--- config.mk ---
export PLATFORM = sky130hd
export DESIGN_NAME = fetch_unit
export DESIGN_NICKNAME = d
export VERILOG_FILES = /design/src/rtl/cpu_pkg.sv /design/src/rtl/pc_reg.sv /design/src/rtl/fetch_unit.sv
export SDC_FILE = /design/constraint.sdc
export NUM_CORES = 1
export LEC_CHECK = 0
export ABC_AREA = 1
export CAP_MARGIN = 20
export CORE_MARGIN = 4
export CORE_UTILIZATION = 46
export CTS_CLUSTER_SIZE = 30
export DETAILED_ROUTE_END_ITERATION = 10
export GPL_TIMING_DRIVEN = 0
export PLACE_DENSITY = 0.85
export RECOVER_POWER = 25
export SETUP_SLACK_MARGIN = 0.02
export SLEW_MARGIN = 20
export SYNTH_ARGS = -nofsm -noshare
export SYNTH_HDL_FRONTEND = slang
export SYNTH_SLANG_ARGS = --single-unit
--- constraint.sdc ---
create_clock -name clk -period 3.6 [get_ports clk]
set_input_delay 0.9 -clock clk [delete_from_list [all_inputs] [get_ports clk]]
set_output_delay 0.9 -clock clk [all_outputs]
set_load 0.02 [all_outputs]
--- src/rtl/cpu_pkg.sv ---
// Shared CPU definitions: default datapath widths and fetch FSM state encoding.
// Also imported by the control unit, so encodings here must stay stable.
package cpu_pkg;

  localparam int PC_W_DEF    = 10;
  localparam int INSTR_W_DEF = 16;
  localparam int OPCODE_W    = 6;

  localparam logic [1:0] ST_FETCH  = 2'd0;
  localparam logic [1:0] ST_EXEC   = 2'd1;
  localparam logic [1:0] ST_HALTED = 2'd2;

endpackage

--- src/rtl/pc_reg.sv ---
// Program counter with next-PC mux: pc+1 (wrapping) or jump target, on load_en.
// Updates on the edge after load_en; holds otherwise. No backpressure.
module pc_reg
  import cpu_pkg::*;
#(
  parameter int PC_W = PC_W_DEF
) (
  input  logic            clk,
  input  logic            reset,
  input  logic            load_en,
  input  logic            s_inc,
  input  logic [PC_W-1:0] target,
  output logic [PC_W-1:0] pc
);

  logic [PC_W-1:0] pc_d;
  logic [PC_W-1:0] pc_q;

  // Increment wraps naturally at 2^PC_W; no overflow indication is wanted.
  always_comb begin
    pc_d = pc_q;
    if (load_en) begin
      pc_d = s_inc ? (pc_q + PC_W'(1)) : target;
    end
  end

  always_ff @(posedge clk or negedge reset) begin
    if (!reset) begin
      pc_q <= '0;
    end else begin
      pc_q <= pc_d;
    end
  end

  assign pc = pc_q;

endmodule

--- src/rtl/fetch_unit.sv ---
// Fetch FSM (FETCH/EXEC/HALTED) with instruction register; fetch waits on imem_ack,
// EXEC is one cycle, halt freezes pc/IR after the current instruction.
module fetch_unit
  import cpu_pkg::*;
#(
  parameter int PC_W    = PC_W_DEF,
  parameter int INSTR_W = INSTR_W_DEF
) (
  input  logic               clk,
  input  logic               reset,
  output logic               imem_req,
  output logic [PC_W-1:0]    imem_addr,
  input  logic [INSTR_W-1:0] imem_rdata,
  input  logic               imem_ack,
  input  logic               s_inc,
  input  logic               halt,
  output logic [INSTR_W-1:0] instr,
  output logic [OPCODE_W-1:0] opcode,
  output logic               instr_valid,
  output logic [PC_W-1:0]    pc
);

  logic [1:0]         state_d;
  logic [1:0]         state_q;
  logic [INSTR_W-1:0] ir_d;
  logic [INSTR_W-1:0] ir_q;
  logic               pc_load;

  always_comb begin
    state_d = state_q;
    ir_d    = ir_q;
    pc_load = 1'b0;
    case (state_q)
      ST_FETCH: begin
        if (imem_ack) begin
          ir_d    = imem_rdata;
          state_d = ST_EXEC;
        end
      end
      ST_EXEC: begin
        pc_load = 1'b1;
        state_d = halt ? ST_HALTED : ST_FETCH;
      end
      ST_HALTED: begin
        if (!halt) begin
          state_d = ST_FETCH;
        end
      end
      default: state_d = ST_FETCH;
    endcase
  end

  always_ff @(posedge clk or negedge reset) begin
    if (!reset) begin
      state_q <= ST_FETCH;
      ir_q    <= '0;
    end else begin
      state_q <= state_d;
      ir_q    <= ir_d;
    end
  end

  pc_reg #(
    .PC_W (PC_W)
  ) u_pc_reg (
    .clk     (clk),
    .reset   (reset),
    .load_en (pc_load),
    .s_inc   (s_inc),
    .target  (ir_q[PC_W-1:0]),
    .pc      (pc)
  );

  // Reset state is FETCH, so the request is gated by reset to stay low while held.
  assign imem_req    = reset && (state_q == ST_FETCH);
  assign instr_valid = reset && (state_q == ST_EXEC);
  assign imem_addr   = pc;
  assign instr       = ir_q;
  assign opcode      = ir_q[INSTR_W-1:INSTR_W-OPCODE_W];

endmodule

; Word level (Yosys, flattened, before mapping)
; Index checks and enable logic that the tools add are counted.
[totals]
latchBits = 0
ff_bits = 28
memories = 0
romBits = 0
in_bits = 21
mem_bits_rw = 0
[op_classes]
div_mod_pow = 0
n_mul = 0
bitwise = 0
magnitude_cmp = 0
n_reduce_logical = 5
muxes = 6
n_addsub = 1
n_shift = 0
n_eq_ne = 4
[op_table]
columns = cell, n
row1 = $add A10 B1 Y10 const B, 1
row2 = $mux W10, 1
row3 = $mux W2, 3
row4 = $pmux W2 S3, 1
row5 = $ne A2 B2 Y1 const B, 2
row6 = $reduce_and A2 Y1, 2
row7 = $eq A2 B1 Y1 const B, 1
row8 = $eq A2 B2 Y1 const B, 1
row9 = $logic_and A1 B1 Y1, 2
row10 = $logic_not A2 Y1, 1
row11 = $mux W1, 1

; Longest topological paths before layout
; Gate-level depths: netlist of the first run.
[depth]
word_depth = 3
mapped_depth = 10
ltp_nobuf = 10

; Hierarchy
; Synthesis of the first run repeated with hierarchy kept, for this count alone.
[unflattened]
cells_unflattened = 201
hier_area_um2 = 1556.5
[by_module_without_submodules]
columns = module, cells_each, seq_area_each_um2, instances, area_each_um2
row1 = fetch_unit, 98, 450.4, 1, 860.8
row2 = pc_reg, 103, 250.2, 1, 695.7

; Least setup slack after synthesis of the first run
; No wires, ideal clock.
[synth_timing]
kind = input -> output
from = input reset
to = output imem_req
arrival_ns = 1.225
path_stages = 2
path_buffers = 0
t_required_ns = 2.700
path_slack_ns = 1.475
cell_sequence = inv_1 nor2_1
[synth_between]
elab_chain_len = 1
[synth_rtl]
columns = element, line
row1 = "start, declared", fetch_unit.sv:10  ; input logic reset,
row2 = $logic_and A1 B1 Y1, fetch_unit.sv:75  ; assign imem_req = reset && (state_q == ST_FETCH);
row3 = "end, declared", fetch_unit.sv:11  ; output logic imem_req,
; Every way passes these cells.

; Final worst setup path of the first run
; Same ends and word-level chain as after synthesis.

==> results of run 1 <==
==> placed cells by master, fill, tap and decap left out <==
master           count
nand3_1              8
nand4_1              2
buf_12               1
inv_2                4
inv_6                1
o21bai_2             2
dfrtp_1             28
nand2_2             12
nor2_4               1
o21ai_1              2
buf_4               18
o21a_1               1
nor2_2               4
a21oi_1              8
ha_1                 1
clkdlybuf4s50_1     62
or2_1                2
clkbuf_4             3
buf_2                3
nand3_2              1
nand2_4              1
o21ai_0              8
nor2_1              10
nand2_1             65
inv_1               18
==> metal layers <==
layer  vias to the layer above  routed length [um]
met1                       643                1480
li1                        728                   -
met4                         0                  21
met5                         -                   0
met3                         2                 364
met2                        53                1790
==> synthesized netlist by cell type (4+ instances only) <==
cell type / count / area (sq um)
nand3_1: 8 / 40.0
buf_4: 18 / 135
o21ai_0: 8 / 40.0
a21oi_1: 8 / 40.0
nor2_1: 10 / 37.5
nor2_2: 4 / 25.0
inv_1: 18 / 67.6
inv_2: 4 / 15.0
nand2_2: 12 / 75.1
dfrtp_1: 28 / 701
nand2_1: 65 / 244
==> layout make-up <==
cell class / instances / area, sq um / area share (%)
repair buffers: 63 / 626 / 27.5
inverters: 23 / 91.3 / 4.02
clock buffers: 3 / 22.5 / 0.991
multi-input cells: 128 / 612 / 26.9
flip-flops and latches: 28 / 701 / 30.8
plain buffers: 21 / 165 / 7.27
well taps: 44 / 55.1 / 2.42
==> power breakdown <==
part	switching [mW]	total, mW	internal, mW
sequential	0.116	0.522	0.405
combinational	0.454	0.912	0.458
clock	0.0887	0.128	0.0392
total	0.659	1.56	0.902
==> per-stage QoR <==
stage	hold slack [ns]	utilization, %	std cells	TNS, ns
CTS	0.496	72.1	310	0
finish	0.496	72.1	310	0
detailed placement	0.477	71.3	307	0
floorplan	0.456	-	200	0
global route	0.537	72.1	310	0
global placement	0.474	71.5	307	-0.947
==> worst max-delay path by stage <==
stage | to | cells past startpoint
final | imem_req | 4
after global routing | instr_valid | 4
after CTS | imem_req | 4
after detailed placement | imem_req | 4
after global placement | imem_req | 4
after floorplan | imem_req | 2
==> logic make-up (layout without fill, tap and decap cells) <==
logic type,count (synthesis),in the layout,synth area share [%]
adder cells (fa/ha/maj),1,1,0.797
buffers and inverters,44,110,16.3
AND/OR/NAND/NOR,106,106,30.5
AO/OA/AOI/OAI,21,21,7.66
flip-flops,28,28,44.7
==> Flow_metrics.wiki, run 1 <==
{| class="wikitable"
! Metric !! Value
|-
| Count of different cell masters after synthesis || 23
|-
| Reg2reg end || u_pc_reg.pc[8]$_DFFE_PN0N_
|-
| Critical path type || in2out
|-
| Main flop type after synthesis || dfrtp_1
|-
| Antenna diode count || 0
|-
| Final nets || 290
|-
| Number of cells on the worst hold path || 1
|-
| Peak clock frequency supported by timing || 318 MHz
|-
| WL per Instance || 11.8 um
|-
| Die footprint || 4410 sq um
|-
| Master of the slowest instance on the critical path || clkdlybuf4s50_1
|-
| Arrival time worst endpoint || 2.24 ns
|-
| Kind of start point of the critical path || input port
|-
| Congestion Overflow GR || 0
|-
| Worst VDD drop || 0.307 mV
|-
| Reg clk slew, reported paths || 0.15 ns
|-
| Busiest layer in global routing || met2
|-
| CTS Buffer Depth || 2
|-
| Mean instance size in the synthesized netlist || 7.85 sq um
|-
| CTS Hold Bufs || 0
|-
| Outcome || finished clean
|-
| Crit. End Element || primary output
|-
| Die W || 66.4 um
|-
| Sink count of the clock tree || 28
|-
| Violation count after the first detailed-route iteration || 53
|-
| Minimum clock period after layout || 3.14 ns
|-
| Origin of the worst min-delay path || state_q[1]$_DFFE_PN0P_
|-
| Required time of the worst setup path || 2.70 ns
|-
| Remaining design rule violation count || 0
|-
| Antenna violations before repair || 0
|-
| Global routing usage summed across all routing layers || 18.3%
|-
| Buffers plus inverters on the worst setup path || 3
|-
| R2r setup slk || 2.25 ns
|-
| Worst hold endpoint || state_q[1]$_DFFE_PN0P_
|-
| Area after detailed placement || 2250 sq um
|-
| Worst hold-check path type || reg2reg
|-
| Max-Cap Viols || 0
|-
| Final worst setup slack || 0.458 ns
|-
| Critical path origin || reset
|-
| Maximum number of pins on one net before global-route repair || 30
|-
| Area delta synth->final || 44.8%
|-
| Transition time of the tightest slew-check pin || 0.630 ns
|-
| Setup Fix Bufs, Post-CTS || 0
|-
| Drt total wl || 3660 um
|-
| Worst reg-to-reg path cell count || 8
|-
| Final Power || 1.56 mW
|-
| Largest fanout of any net on the critical path || 29
|-
| Root cell of the clock tree || clkbuf_4
|-
| Global-route wire length before repair || 6210 um
|-
| I/O pin count || 65
|-
| Global placer's final weighted congestion || 0.807
|-
| Final HPWL from detailed placement || 2870 um
|-
| Lkg Pwr || 1.12 nW
|-
| Critical path's top delay family || buffers and inverters
|-
| Count of H-tree levels built during CTS || 1
|-
| Critical-path cell list || buf_2, inv_1, nor2_1, clkdlybuf4s50_1
|-
| Number of gates resized after CTS || 0
|-
| Post-Synthesis Cell Area || 1570 sq um
|-
| Post-Route Skew || 0.00362 ns
|-
| Final instance area || 2270 sq um
|-
| Number of hold violations in the final report || 0
|-
| Syn Inst Count || 200
|-
| Yosys synthesis warning count || 0
|-
| Detail Route Antenna Nets || 0
|-
| Met2 track demand over resource in global routing || 32.5%
|-
| Number of storage elements in the synthesis netlist || 28
|-
| Worst relative slew slack || 58.0%
|-
| Via count of the first global-routing pass || 1457
|-
| Ratio of final minimum period to clock period || 87.3%
|-
| Placement Setup Slack || 0.409 ns
|-
| Total nets after synthesis || 222
|-
| Die boundary height || 66.4 um
|-
| Fillers || 268
|-
| Number of setup violations in the final report || 0
|-
| Detailed-route via count || 1426
|-
| Longest individual stage delay on the worst path || 0.60 ns
|-
| Unrepaired setup endpoints after global routing || no
|-
| Met1 usage in global routing || 20.3%
|-
| Vias/cell || 4.60
|-
| Clock latency of the later-clocked register in the worst-skew pair || 0.32 ns
|-
| Core Rows || 20
|-
| Pre-Repair DR Iteration Count || 4
|-
| Clock tree from TritonCTS || yes
|-
| Effective utilization at floorplan || 49.8%
|-
| Total core area || 3150 sq um
|-
| Sequential share of the synthesized area || 44.7%
|-
| Port buffer count || 63
|-
| Flip-flop count of the largest register after layout || 16
|-
| Global Route met3 Usage || 6.97%
|-
| P per Cell Area || 687 nW/um^2
|-
| Max Transition Viols Final || 0
|-
| EDFF count, synth || 0
|-
| Beginning of the worst register-to-register path || u_pc_reg.pc[0]$_DFFE_PN0N_
|-
| Fraction of layout instances using a drive strength above 1 || 19.2%
|-
| Clock buffers created by TritonCTS || 3
|-
| Async set-or-reset flop fraction in the synthesized netlist || 100%
|}
No activity file was read; power rests on OpenSTA's default activity.
==> run 2, diff against run 1 <==
GPL_TIMING_DRIVEN = 1   (was 0)
TNS_END_PERCENT = 20   (was default)
==> run 2 against run 1 <==
Effect of this change:
- utilization shrank 4.2 points
- design area shrank 5.8%
- power shrank 5.1%
- clock power grew 16%
- via count shrank 2.2%
- die area is the same
- fmax grew 1.1%
- clock-buffer cell count grew 1
- clock skew shrank 0.0030 ns
- critical path type unchanged
- highest routed layer unchanged
==> Flow_metrics.wiki, run 2 (synthesis results as in run 1) <==
{| class="wikitable"
! Metric !! Value
|-
| Outcome || finished clean
|-
| Effective utilization at floorplan || 49.8%
|-
| Beginning of the worst register-to-register path || u_pc_reg.pc[0]$_DFFE_PN0N_
|-
| Post-Route Skew || 0.000629 ns
|-
| Global routing usage summed across all routing layers || 17.6%
|-
| Logic pwr share || 54.7%
|-
| Most frequent cells in the layout || 65 x nand2_1, 63 x clkdlybuf4s50_1, 28 x dfrtp_1
|-
| Met2 track demand over resource in global routing || 31.4%
|-
| Number of hold violations in the final report || 0
|-
| Sink count of the clock tree || 28
|-
| Lkg Pwr || 1.03 nW
|-
| Count of H-tree levels built during CTS || 1
|-
| Worst relative slew slack || 0.792%
|-
| Root cell of the clock tree || clkbuf_4
|-
| Met1 usage in global routing || 20.0%
|-
| Fraction of layout instances using a drive strength above 1 || 12.1%
|-
| Setup Fix Bufs, Post-CTS || 0
|-
| Max Transition Viols Final || 0
|-
| Number of gates resized after CTS || 0
|-
| Final nets || 271
|-
| Register share of total power || 35.2%
|-
| Global Route met3 Usage || 6.29%
|-
| Number of cells on the worst hold path || 1
|-
| Clk pwr share || 10.1%
|-
| WL per Instance || 12.1 um
|-
| Proportion of total power due to net switching || 43.1%
|-
| Most common library cell in the layout ignoring fill and taps || nand2_1
|-
| Kind of start point of the critical path || input port
|-
| Max-Cap Viols || 0
|-
| Clock buffers created by TritonCTS || 3
|-
| Final worst setup slack || 0.492 ns
|-
| Critical path type || in2out
|-
| Area delta synth->final || 36.4%
|-
| Worst hold-check path type || reg2reg
|-
| Peak clock frequency supported by timing || 322 MHz
|-
| Internal power of the cells || 843 uW
|-
| Longest individual stage delay on the worst path || 0.61 ns
|-
| Arrival time worst endpoint || 2.21 ns
|-
| P per Cell Area || 693 nW/um^2
|-
| Transition time of the tightest slew-check pin || 1.49 ns
|-
| Busiest layer in global routing || met2
|-
| R2r setup slk || 2.25 ns
|-
| Core Rows || 20
|-
| Clock tree from TritonCTS || yes
|-
| Congestion Overflow GR || 0
|-
| Detail Route Antenna Nets || 0
|-
| Setup tns final || 0 ns
|-
| I/O pin count || 65
|-
| Port buffer count || 64
|-
| Flip-flop count of the largest register after layout || 16
|-
| Origin of the worst min-delay path || state_q[1]$_DFFE_PN0P_
|-
| Die boundary height || 66.4 um
|-
| Total core area || 3150 sq um
|-
| Pre-Repair DR Iteration Count || 6
|-
| Worst VDD drop || 0.316 mV
|-
| Global-route wire length before repair || 6090 um
|-
| Final Power || 1.48 mW
|-
| Detailed-route via count || 1394
|-
| CTS Buffer Depth || 2
|-
| Global placer's final weighted congestion || 0.784
|-
| Final HPWL from detailed placement || 2700 um
|-
| Maximum number of pins on one net before global-route repair || 29
|-
| Crit. End Element || primary output
|-
| Reg clk slew, reported paths || 0.14 ns
|-
| Die footprint || 4410 sq um
|-
| Net load switching power || 639 uW
|-
| Minimum clock period after layout || 3.11 ns
|-
| Unrepaired setup endpoints after global routing || no
|-
| Clock latency of the later-clocked register in the worst-skew pair || 0.31 ns
|-
| Antenna violations before repair || 0
|-
| Antenna diode count || 0
|-
| CTS Hold Bufs || 0
|-
| Ratio of final minimum period to clock period || 86.3%
|-
| Critical-path cell list || dlygate4sd3_1, inv_1, nor2_1, clkdlybuf4s50_1
|-
| Largest fanout of any net on the critical path || 2
|-
| Drt total wl || 3520 um
|-
| Violation count after the first detailed-route iteration || 50
|-
| Remaining design rule violation count || 0
|-
| Number of setup violations in the final report || 0
|-
| Vias/cell || 4.77
|-
| Die W || 66.4 um
|-
| Reg2reg end || u_pc_reg.pc[8]$_DFFE_PN0N_
|-
| Worst hold endpoint || state_q[1]$_DFFE_PN0P_
|-
| Via count of the first global-routing pass || 1396
|-
| Master of the slowest instance on the critical path || clkdlybuf4s50_1
|-
| Placement Setup Slack || 0.549 ns
|-
| Required time of the worst setup path || 2.70 ns
|-
| Worst reg-to-reg path cell count || 8
|}
[run 2: changes by cell type in the layout (fill, tap and decap cells not counted)]
cell and change:
buf_4 -18, buf_2 -3, buf_12 -1, clkbuf_1 +1, clkbuf_8 +1, clkdlybuf4s50_1 +1, dlygate4sd3_1 +1
[run 2: per-stage QoR]
| step | util, % | area [sq um] | instances | hold WS, ns |
|---|---|---|---|---|
| 2_1_floorplan | - | 1570 | 200 | 0.456 |
| 3_3_place_gp | 66.8 | 2110 | 288 | 0.471 |
| 6_report | 67.9 | 2140 | 292 | 0.512 |
| 5_1_grt | 67.9 | 2140 | 292 | 0.546 |
| 4_1_cts | 68.0 | 2140 | 292 | 0.517 |
| 3_5_place_dp | 66.8 | 2110 | 288 | 0.495 |
[run 2: area by class of cell]
cell class,count,area [sq um]
Tap cell,44,55.1
Multi-Input combinational cell,128,612
Clock buffer,4,36.3
Sequential cell,28,701
Timing Repair Buffer,65,644
Inverter,23,91.3
Fill cell,279,1010
[run 2: critical path, delay by kind of cell]
| family | cells | cell delay, ns |
|---|---|---|
| buffers and inverters | 3 | 1.21 |
| AND/OR/NAND/NOR | 1 | 0.10 |
[run 2: how the worst max path moves through the flow]
stage               start           to  slack [ns]  cells after the start
finish              reset     imem_req        0.49                      4
global route        reset  instr_valid        0.44                      4
CTS                 reset     imem_req        0.55                      4
detailed placement  reset     imem_req        0.55                      4
global placement    reset  instr_valid        0.57                      4
floorplan           reset     imem_req        1.48                      2
[run 2: routing by layer]
| metal | wire (um) | up-vias |
|---|---|---|
| li1 | - | 697 |
| met1 | 1450 | 646 |
| met2 | 1710 | 49 |
| met3 | 344 | 2 |
| met4 | 17 | 0 |
| met5 | 0 | - |
[run 2: power groups by stage]
stage / Combinational [mW] / Sequential, mW / Clock, mW
floorplan: 0.418 / 0.619 / 0
global placement: 0.804 / 0.523 / 0
detailed placement: 0.819 / 0.528 / 0
CTS: 0.822 / 0.523 / 0.157
global route: 0.876 / 0.545 / 0.169
finish: 0.811 / 0.522 / 0.149
==> run 3, diff against run 2 <==
CORE_MARGIN = default   (was 4)
==> run 3 against run 2 <==
Effect of this change:
- sequential power is essentially flat
- global-route usage grew 1.8 points
- critical endpoint is now instr_valid
- first-iteration DRC count shrank 50%
- critical path depth is the same
- largest cell class unchanged
- non-clock buffer count is the same
- setup slack gained 0.016 ns
- routed wire length shrank 10%
- final cell count is the same
==> Flow_metrics.wiki, run 3 (synthesis results as in run 1) <==
{| class="wikitable"
! Metric !! Value
|-
| Outcome || finished clean
|-
| Unrepaired setup endpoints after global routing || no
|-
| Setup tns final || 0 ns
|-
| Core Rows || 20
|-
| I/O pin count || 65
|-
| CTS Buffer Depth || 2
|-
| Largest fanout of any net on the critical path || 2
|-
| Worst reg-to-reg path cell count || 8
|-
| Total core area || 3150 sq um
|-
| Reg clk slew, reported paths || 0.15 ns
|-
| Critical path type || in2out
|-
| Final HPWL from detailed placement || 2390 um
|-
| Die footprint || 3650 sq um
|-
| Fillers || 273
|-
| Count of placed standard cells including taps || 288
|-
| Count of H-tree levels built during CTS || 1
|-
| Placement Setup Slack || 0.570 ns
|-
| Root cell of the clock tree || clkbuf_4
|-
| Congestion Overflow GR || 0
|-
| Footprint of the multi-input gates || 612 sq um
|-
| Effective utilization at floorplan || 49.8%
|-
| Fraction of layout instances using a drive strength above 1 || 12.1%
|-
| Remaining design rule violation count || 0
|-
| Minimum clock period after layout || 3.09 ns
|-
| Beginning of the worst register-to-register path || u_pc_reg.pc[0]$_DFFE_PN0N_
|-
| Sink count of the clock tree || 28
|-
| Clock buffers created by TritonCTS || 3
|-
| Number of setup violations in the final report || 0
|-
| CP endpoint || instr_valid
|-
| Ratio of final minimum period to clock period || 85.9%
|-
| Area taken by flip-flops and latches || 701 sq um
|-
| Lkg Pwr || 1.03 nW
|-
| Clock tree from TritonCTS || yes
|-
| R2r setup slk || 2.23 ns
|-
| Transition time of the tightest slew-check pin || 1.48 ns
|-
| Peak clock frequency supported by timing || 323 MHz
|-
| Drt total wl || 3170 um
|-
| Maximum number of pins on one net before global-route repair || 29
|-
| Most common library cell in the layout ignoring fill and taps || nand2_1
|-
| Antenna violations before repair || 0
|-
| Max-Cap Viols || 0
|-
| CTS Hold Bufs || 0
|-
| Number of hold violations in the final report || 0
|-
| Arrival time worst endpoint || 2.19 ns
|-
| Global routing usage summed across all routing layers || 19.4%
|-
| Reg2reg end || u_pc_reg.pc[8]$_DFFE_PN0N_
|-
| Final worst setup slack || 0.508 ns
|-
| Worst VDD drop || 0.294 mV
|-
| Number of cells on the worst hold path || 1
|-
| Number of gates resized after CTS || 0
|-
| Clock latency of the later-clocked register in the worst-skew pair || 0.32 ns
|-
| Crit. End Element || primary output
|-
| Flip-flop count of the largest register after layout || 16
|-
| Most frequent cells in the layout || 65 x nand2_1, 62 x clkdlybuf4s50_1, 28 x dfrtp_1
|-
| Die W || 60.4 um
|-
| Detailed-route via count || 1342
|-
| Worst hold-check path type || reg2reg
|-
| Post-Route Skew || 0.00737 ns
|-
| Setup Fix Bufs, Post-CTS || 0
|-
| Critical path origin || reset
|-
| WL per Instance || 10.8 um
|-
| Kind of start point of the critical path || input port
|-
| Worst relative slew slack || 1.66%
|-
| Antenna diode count || 0
|-
| Layout Cells excl Fill || 292
|-
| Vias/cell || 4.60
|-
| P per Cell Area || 690 nW/um^2
|-
| Die boundary height || 60.4 um
|-
| Global-route wire length before repair || 5400 um
|-
| Global placer's final weighted congestion || 0.816
|-
| Area delta synth->final || 36.4%
|-
| Violation count after the first detailed-route iteration || 25
|-
| Final nets || 271
|-
| Port buffer count || 64
|-
| Post-layout util || 67.9%
|-
| Detail Route Antenna Nets || 0
|-
| Required time of the worst setup path || 2.70 ns
|-
| Max Transition Viols Final || 0
|-
| Pre-Repair DR Iteration Count || 4
|-
| Via count of the first global-routing pass || 1267
|}
==> run 3: cell types whose count changed in the layout (fill, tap and decap cells not counted), sizes merged <==
cell / before / now
dlygate4sd3: 1 / 2
clkdlybuf4s50: 63 / 62
==> run 3: how the worst min path moves through the flow <==
| stage | start | endpoint | slack, ns |
|---|---|---|---|
| floorplan | state_q[1]$_DFFE_PN0P_ | state_q[1]$_DFFE_PN0P_ | 0.46 |
| global placement | state_q[1]$_DFFE_PN0P_ | state_q[1]$_DFFE_PN0P_ | 0.47 |
| global route | state_q[1]$_DFFE_PN0P_ | state_q[1]$_DFFE_PN0P_ | 0.54 |
| detailed placement | instr[13]$_DFFE_PN0P_ | instr[13]$_DFFE_PN0P_ | 0.49 |
| finish | state_q[1]$_DFFE_PN0P_ | state_q[1]$_DFFE_PN0P_ | 0.51 |
| CTS | state_q[1]$_DFFE_PN0P_ | state_q[1]$_DFFE_PN0P_ | 0.51 |
==> run 3: report_power, final <==
part | internal (mW) | leakage [nW] | total [mW] | switching (mW)
sequential | 0.405 | 0.339 | 0.521 | 0.115
clock | 0.0617 | 0.0210 | 0.150 | 0.0886
combinational | 0.375 | 0.671 | 0.805 | 0.430
==> run 3: area by class of cell <==
type / count / share of cell area [%]
Clock buffer: 4 / 1.70
Inverter: 23 / 4.27
Multi-Input combinational cell: 128 / 28.6
Sequential cell: 28 / 32.7
Tap cell: 44 / 2.57
Timing Repair Buffer: 65 / 30.1
==> run 3: stage by stage <==
step	power [mW]	hold slack (ns)	cell area, sq um
after CTS	1.49	0.513	2140
after floorplan	1.04	0.456	1570
after global placement	1.32	0.472	2110
after detailed placement	1.34	0.489	2110
after global routing	1.58	0.539	2140
final	1.48	0.508	2140
==> run 3: metal layers <==
layer | global-route usage [%] | part of all wire [%] | up-vias
li1 | - | - | 692
met1 | 24.9 | 46 | 607
met2 | 34.5 | 48 | 41
met3 | 3.62 | 5.9 | 2
met4 | 3.32 | 0.38 | 0
met5 | 0 | 0 | -
==> run 3: critical path, stage by stage <==
cell	delay [ns]
dlygate4sd3_1	0.54
inv_1	0.05
nor2_1	0.09
clkdlybuf4s50_1	0.61
